<file path="config.mk">
export PLATFORM = sky130hd
export DESIGN_NAME = tx_frame_scheduler
export DESIGN_NICKNAME = d
export VERILOG_FILES = /design/src/rtl/sys_ctrl_pkg.sv /design/src/rtl/tx_hold_timer.sv /design/src/rtl/tx_frame_scheduler.sv
export SDC_FILE = /design/constraint.sdc
export NUM_CORES = 1
export LEC_CHECK = 0
export BUFFER_PORTS_ARGS = -buffer_cell sky130_fd_sc_hd__buf_2
export CAP_MARGIN = 20
export CORE_MARGIN = 2
export CORE_UTILIZATION = 53
export CTS_CLUSTER_SIZE = 8
export DETAILED_ROUTE_END_ITERATION = 16
export PLACE_DENSITY = 0.83
export REMOVE_ABC_BUFFERS = 1
export SLEW_MARGIN = 25
export SYNTH_ARGS = -nofsm -noshare
export SYNTH_HDL_FRONTEND = slang
export SYNTH_SLANG_ARGS = --single-unit
</file>
<file path="constraint.sdc">
create_clock -name REF_CLK -period 4.4 [get_ports REF_CLK]
set_input_delay 1.32 -clock REF_CLK [delete_from_list [all_inputs] [get_ports REF_CLK]]
set_output_delay 1.32 -clock REF_CLK [all_outputs]
set_load 0.02 [all_outputs]
</file>
<file path="src/rtl/sys_ctrl_pkg.sv">
// Shared constants and state encoding for the TX frame scheduler.
// Latency: n/a (types and constants only).
// Backpressure: n/a.
package sys_ctrl_pkg;

    localparam int DATA_WIDTH_DEF  = 8;
    localparam int HOLD_CYCLES_DEF = 15;

    typedef enum logic [2:0] {
        IDLE    = 3'd0,
        HOLD_LO = 3'd1,
        GAP_LO  = 3'd2,
        HOLD_HI = 3'd3,
        GAP_HI  = 3'd4
    } tx_state_t;

endpackage

</file>
<file path="src/rtl/tx_hold_timer.sv">
// Hold-phase down counter: flags the last cycle of a HOLD_CYCLES-long hold.
// Latency: o_done is combinational on the counter; load takes effect next cycle.
// Backpressure: none; the caller decides when to load and when to count.
//
// Ports: i_clk, i_rst (sync, active-high), i_load (restart the hold),
//        i_count (hold in progress), o_done (this is the final hold cycle).
module tx_hold_timer
    import sys_ctrl_pkg::*;
#(
    parameter int HOLD_CYCLES = HOLD_CYCLES_DEF
) (
    input  logic i_clk,
    input  logic i_rst,
    input  logic i_load,
    input  logic i_count,
    output logic o_done
);

    localparam int            CW       = $clog2(HOLD_CYCLES + 1);
    // Loading HOLD_CYCLES-1 makes the count reach zero on the last hold cycle.
    localparam logic [CW-1:0] LOAD_VAL = CW'(HOLD_CYCLES - 1);

    logic [CW-1:0] r_cnt;

    always_ff @(posedge i_clk) begin
        if (i_rst) begin
            r_cnt <= '0;
        end else if (i_load) begin
            r_cnt <= LOAD_VAL;
        end else if (i_count && (r_cnt != '0)) begin
            // Saturates at zero: the counter never wraps.
            r_cnt <= r_cnt - 1'b1;
        end
    end

    assign o_done = i_count && (r_cnt == '0);

endmodule

</file>
<file path="src/rtl/tx_frame_scheduler.sv">
// Arbitrates RF and ALU requests and serialises each into held TX bytes.
// Latency: TX_VLD rises the cycle after acceptance; RF frame H+2, ALU frame 2H+3 cycles.
// Backpressure: RF_RDY/ALU_RDY only in IDLE; requests stall while BUSY.
//
// Ports: REF_CLK, RST_REF (sync, active-high); RF_DATA/RF_VLD/RF_RDY and
//        ALU_DATA/ALU_VLD/ALU_RDY request channels; TX_OUT/TX_VLD byte
//        output to the TX-domain flag stage; BUSY high outside IDLE.
module tx_frame_scheduler
    import sys_ctrl_pkg::*;
#(
    parameter int DATA_WIDTH  = DATA_WIDTH_DEF,
    parameter int HOLD_CYCLES = HOLD_CYCLES_DEF
) (
    input  logic                    REF_CLK,
    input  logic                    RST_REF,
    input  logic [DATA_WIDTH-1:0]   RF_DATA,
    input  logic                    RF_VLD,
    output logic                    RF_RDY,
    input  logic [2*DATA_WIDTH-1:0] ALU_DATA,
    input  logic                    ALU_VLD,
    output logic                    ALU_RDY,
    output logic [DATA_WIDTH-1:0]   TX_OUT,
    output logic                    TX_VLD,
    output logic                    BUSY
);

    tx_state_t               r_state;
    tx_state_t               w_next;
    logic [2*DATA_WIDTH-1:0] r_dat;
    logic                    r_src_alu;   // frame in flight came from the ALU
    logic                    r_prio_alu;  // ALU wins the next tie
    logic                    w_grant_rf;
    logic                    w_grant_alu;
    logic                    w_accept;
    logic                    w_load;
    logic                    w_count;
    logic                    w_done;

    // Round-robin grant; only in IDLE and never while reset is applied.
    always_comb begin
        w_grant_rf  = 1'b0;
        w_grant_alu = 1'b0;
        if ((r_state == IDLE) && !RST_REF) begin
            if (RF_VLD && ALU_VLD) begin
                w_grant_alu = r_prio_alu;
                w_grant_rf  = !r_prio_alu;
            end else begin
                w_grant_rf  = RF_VLD;
                w_grant_alu = ALU_VLD;
            end
        end
    end

    assign RF_RDY   = w_grant_rf;
    assign ALU_RDY  = w_grant_alu;
    // A grant is only ever given to a requester whose VLD is high.
    assign w_accept = w_grant_rf || w_grant_alu;

    // Capture the request; TX_OUT is built only from this register.
    always_ff @(posedge REF_CLK) begin
        if (RST_REF) begin
            r_dat      <= '0;
            r_src_alu  <= 1'b0;
            r_prio_alu <= 1'b0;
        end else if (w_accept) begin
            r_src_alu  <= w_grant_alu;
            r_prio_alu <= w_grant_rf;
            r_dat      <= w_grant_alu ? ALU_DATA : {{DATA_WIDTH{1'b0}}, RF_DATA};
        end
    end

    // State register
    always_ff @(posedge REF_CLK) begin
        if (RST_REF) begin
            r_state <= IDLE;
        end else begin
            r_state <= w_next;
        end
    end

    // Next-state logic
    always_comb begin
        w_next = r_state;
        case (r_state)
            IDLE:    if (w_accept) w_next = HOLD_LO;
            HOLD_LO: if (w_done)   w_next = GAP_LO;
            GAP_LO:  w_next = r_src_alu ? HOLD_HI : IDLE;
            HOLD_HI: if (w_done)   w_next = GAP_HI;
            GAP_HI:  w_next = IDLE;
            default: w_next = IDLE;
        endcase
    end

    // Output logic
    always_comb begin
        TX_VLD  = 1'b0;
        TX_OUT  = '0;
        BUSY    = (r_state != IDLE);
        w_count = 1'b0;
        // Timer restarts on entry to either hold state.
        w_load  = ((r_state == IDLE) && w_accept) || ((r_state == GAP_LO) && r_src_alu);
        case (r_state)
            HOLD_LO: begin
                TX_VLD  = 1'b1;
                TX_OUT  = r_dat[DATA_WIDTH-1:0];
                w_count = 1'b1;
            end
            HOLD_HI: begin
                TX_VLD  = 1'b1;
                TX_OUT  = r_dat[2*DATA_WIDTH-1:DATA_WIDTH];
                w_count = 1'b1;
            end
            default: ;
        endcase
    end

    tx_hold_timer #(
        .HOLD_CYCLES (HOLD_CYCLES)
    ) u_hold_timer (
        .i_clk   (REF_CLK),
        .i_rst   (RST_REF),
        .i_load  (w_load),
        .i_count (w_count),
        .o_done  (w_done)
    );

endmodule

</file>
==> impl.org <==
** STA
- Fmax :: approximately 290 MHz
- Post-Route Skew :: 7.15 ps
- Subtracting the final worst setup slack from the clock period gives 3490 ps.
- Unrepaired setup endpoints after global routing :: no
- Final hold violation count :: 0
- Dividing the final minimum period by the clock period gives around four fifths.
- For the final routed database, the setup TNS stands at 0 ps.
- The worst pin sits at a relative slew slack of roughly 50%.
- Max-slew violations :: 0
- Transition time at the pin with the least slew margin :: between 700 and 800 ps
- Setup violations remaining at the end of the flow were counted as 0.

** Die
- Die X :: around 52 um
- Die outline area :: 0.00269 mm^2
- Num ports :: 40
- Die span in y :: around 52 um
- Core Region :: ~0.0022 mm^2
- Row generation in the floorplan step produced 17 rows.
- Initial Utilization :: a little under three fifths

** Synth
- Number of register bits inferred by synthesis :: 25
- Dominant synthesized flop cell :: dfxtp_1
- After synthesis, flip-flops and latches occupy between 40% and 50% of the total area.
- Syn Std Cell Area :: between 0.001 and 0.0015 mm^2
- By count the netlist is led by nor2_1 (31), dfxtp_1 (25), a21oi_1 (15).
- The most common cell in the synthesized netlist is nor2_1.
- After synthesis, the cell types taking the most area are dfxtp_1 (41%), nor2_1 (9.6%), mux2i_1 (7.4%).
- Yosys warnings :: 0
- After synthesis, the largest area contributor takes up 41.3% of total cell area.
- Summed over all instances, the cell type with the most area after synthesis is dfxtp_1.
- Distinct cells, synth :: 30
- Number of synthesized flops with an enable pin :: 0
- Synthesis produced around 150 cells.
- A synthesized cell averages just over 8 um^2.
- Async S/R FF share, synth :: 0%

** Clocking
- Inserted Clock Buffers :: 3
- Master cell of the clock root buffer :: clkbuf_4
- CTS sink count :: 25
- After clock tree synthesis, the clock-pin slew on the worst setup and hold paths is approximately 120 ps.
- Worst-skew pair later-pin latency :: between 300 and 400 ps
- The number of gates resized after CTS was 0.
- Maximum root-to-sink buffer count :: 2
- For this design, the CTS-stage hold fixing added 0 buffers.
- Number of buffers added for setup after CTS :: 0
- TritonCTS clock tree :: built
- CTS built an H-tree with a depth of 1.

** Detailed routing
- The first routing iteration left 33 violations.
- The first detailed-routing pass took 4 iterations.
- Overall via count from detail_route :: around 1.2k
- Antenna violation net count after detailed routing :: 0
- DRC Markers :: 0
- Using the TritonRoute via totals, the vias-per-cell ratio works out to between 5 and 6.
- Aggregate routed wire length :: 2790 um
- Routed length per placed instance :: around 13 um

** Worst setup path
- STA classifies the critical path startpoint as an input pin.
- At the worst endpoint, the required time is around 3100 ps.
- Walking the worst path, the cells encountered are buf_2 > nand2b_1 > nand3_1 > nor2_1 > buf_2.
- The largest individual stage delay along the critical path comes from the cell nand3_1.
- The critical path contains buffers and inverters numbering 2 combined.
- For the worst setup path, the data arrival time is about 2200 ps.
- First element of the critical path :: RF_VLD
- Reg2reg path depth :: 5
- Largest fanout on the critical path :: 9
- Cell depth of the worst setup path :: 5
- Cell family with most CP delay :: simple AND/OR/NAND/NOR gates
- Sort of element at the end of the critical path :: primary output
- The most numerous cell type found on the critical path is buf_2.
- For this run, the slowest stage of the critical path takes 290 ps.
- Type of the setup path with the least slack :: in -> out
- Launching point of the worst reg2reg path :: r_state[1]$_SDFFE_PP0P_

** Global route
- The via count of the first global-routing pass came to 1099.
- For this run, the total global-route usage over all layers was measured as 23.7%.
- Grt ovf :: 0
- Pin count of the biggest net entering global routing :: 30
- The first global-routing pass estimated 4710 um of wire.
- Antenna violations before repair :: 0

** Placed design
- Weighted congestion at the end of routability-driven global placement :: ~0.7
- Once placement finished, the instance area stood at ~0.0014 mm^2.
- Post-detailed-placement half-perimeter wirelength :: between 1500 and 2000 um
- Input and output buffers added on the ports amount to 39.

** Pwr
- Sequential fraction of design power :: 47.6%
- Leakage Power :: between 0.0006 and 0.0007 uW
- Cell internal power was estimated by the tool at 381 uW.
- Across the VDD grid, the largest voltage drop is 0.253 mV.
- Power spread over the standard cell area amounts to ~430 mW/mm^2.
- Combinational cells account for between 30% and 40% of the total power.
- Fraction of power consumed by the clock network :: ~16%
- For this design the total switching power over the nets is between 200 and 250 uW.
- Sw Share :: 37.6%

** Finish
- Layout overhead on the synthesized area :: 17.5%
- 0 antenna diodes ended up in the layout.
- Number of nets in the layout :: approximately 210
- Cell area after layout :: ~0.0014 mm^2
- Share of post-route cells with drive strength above 1 :: 26.1%

** Worst hold path
- The worst hold path belongs to the class reg -> reg.
- The worst hold path begins at r_dat[2]$_SDFFE_PP0P_.
- Counting instances, the worst hold path has a depth of 2.

** Job
- Maximum capacitance violations :: 0

** Run status
- Status :: complete, no violations
[tightest hold or removal path, cell delays in order (launching register included)]
cell and delay [ps]:
dfxtp_1 330, nor2_1 100, a211oi_1 50
[cell families after synthesis]
kind of cell / Yosys count / share of synthesized area [%]
AOI/OAI and AO/OA: 37 / 20.3
and+or+nand+nor: 57 / 22.2
DFF: 25 / 41.3
adders and majority gates: 2 / 2.06
xor gates and xnor gates: 2 / 1.45
buffers and inverters: 14 / 5.26
muxes: 9 / 7.43
[power by group through the flow]
stage	clock network [uW]	registers (uW)	logic (uW)
5_1_grt	116	295	250
4_1_cts	105	289	221
6_report	100	290	220
3_5_place_dp	0	294	219
3_3_place_gp	0	293	210
2_1_floorplan	0	287	160
[worst paths after layout]
path                                         endpoint  slack (ps)
worst min register to register  r_dat[2]$_SDFFE_PP0P_         510
worst max-delay path                          ALU_RDY         910
worst max register to register  r_dat[8]$_SDFFE_PP0P_        2280
worst min-delay path            r_dat[2]$_SDFFE_PP0P_         510
[metal layers]
| metal | wire (um) | part of all wire (%) | GRT usage [%] | vias to the layer above |
|---|---|---|---|---|
| met2 | 1370 | 49 | 38.6 | 64 |
| li1 | - | - | - | 582 |
| met1 | 1140 | 41 | 30.2 | 544 |
| met4 | 33 | 1.2 | 11.0 | 0 |
| met5 | 0 | 0 | 0 | - |
| met3 | 246 | 8.8 | 4.60 | 6 |
[metrics by stage]
step,power (uW),hold WS [ps],util [%],setup slack (ps),cells
after global routing,661,547,65.0,852,208
after detailed placement,514,490,63.8,925,204
after global placement,503,477,63.8,956,204
final,610,512,65.0,914,208
after CTS,615,516,65.0,916,208
after floorplan,447,457,-,1140,137
[cells in the final DEF (no fill, tap or decap), drive strengths merged, types with 3 or more instances in the layout]
cell type / count
nor2: 31
a22oi: 8
nor3: 3
clkbuf: 3
nand2: 12
nor3b: 3
buf: 39
dfxtp: 25
a211oi: 10
inv: 5
mux2i: 9
a21oi: 15
[state kept, by name (all words and copies together) (netlist names)]
register and flops:
r_dat 16, u_hold_timer.r_cnt 4, r_state 3, r_prio_alu 1, r_src_alu 1
[cell type report]
cell class	instances	area [um^2]
fill	190	766
multi-input combinational	107	648
sequential	25	500
timing repair buffer	39	195
tap	28	35.0
clock buffer	3	22.5
inverter	5	18.8
clock inverter	1	5.00
(Power assumes the default switching activity.)
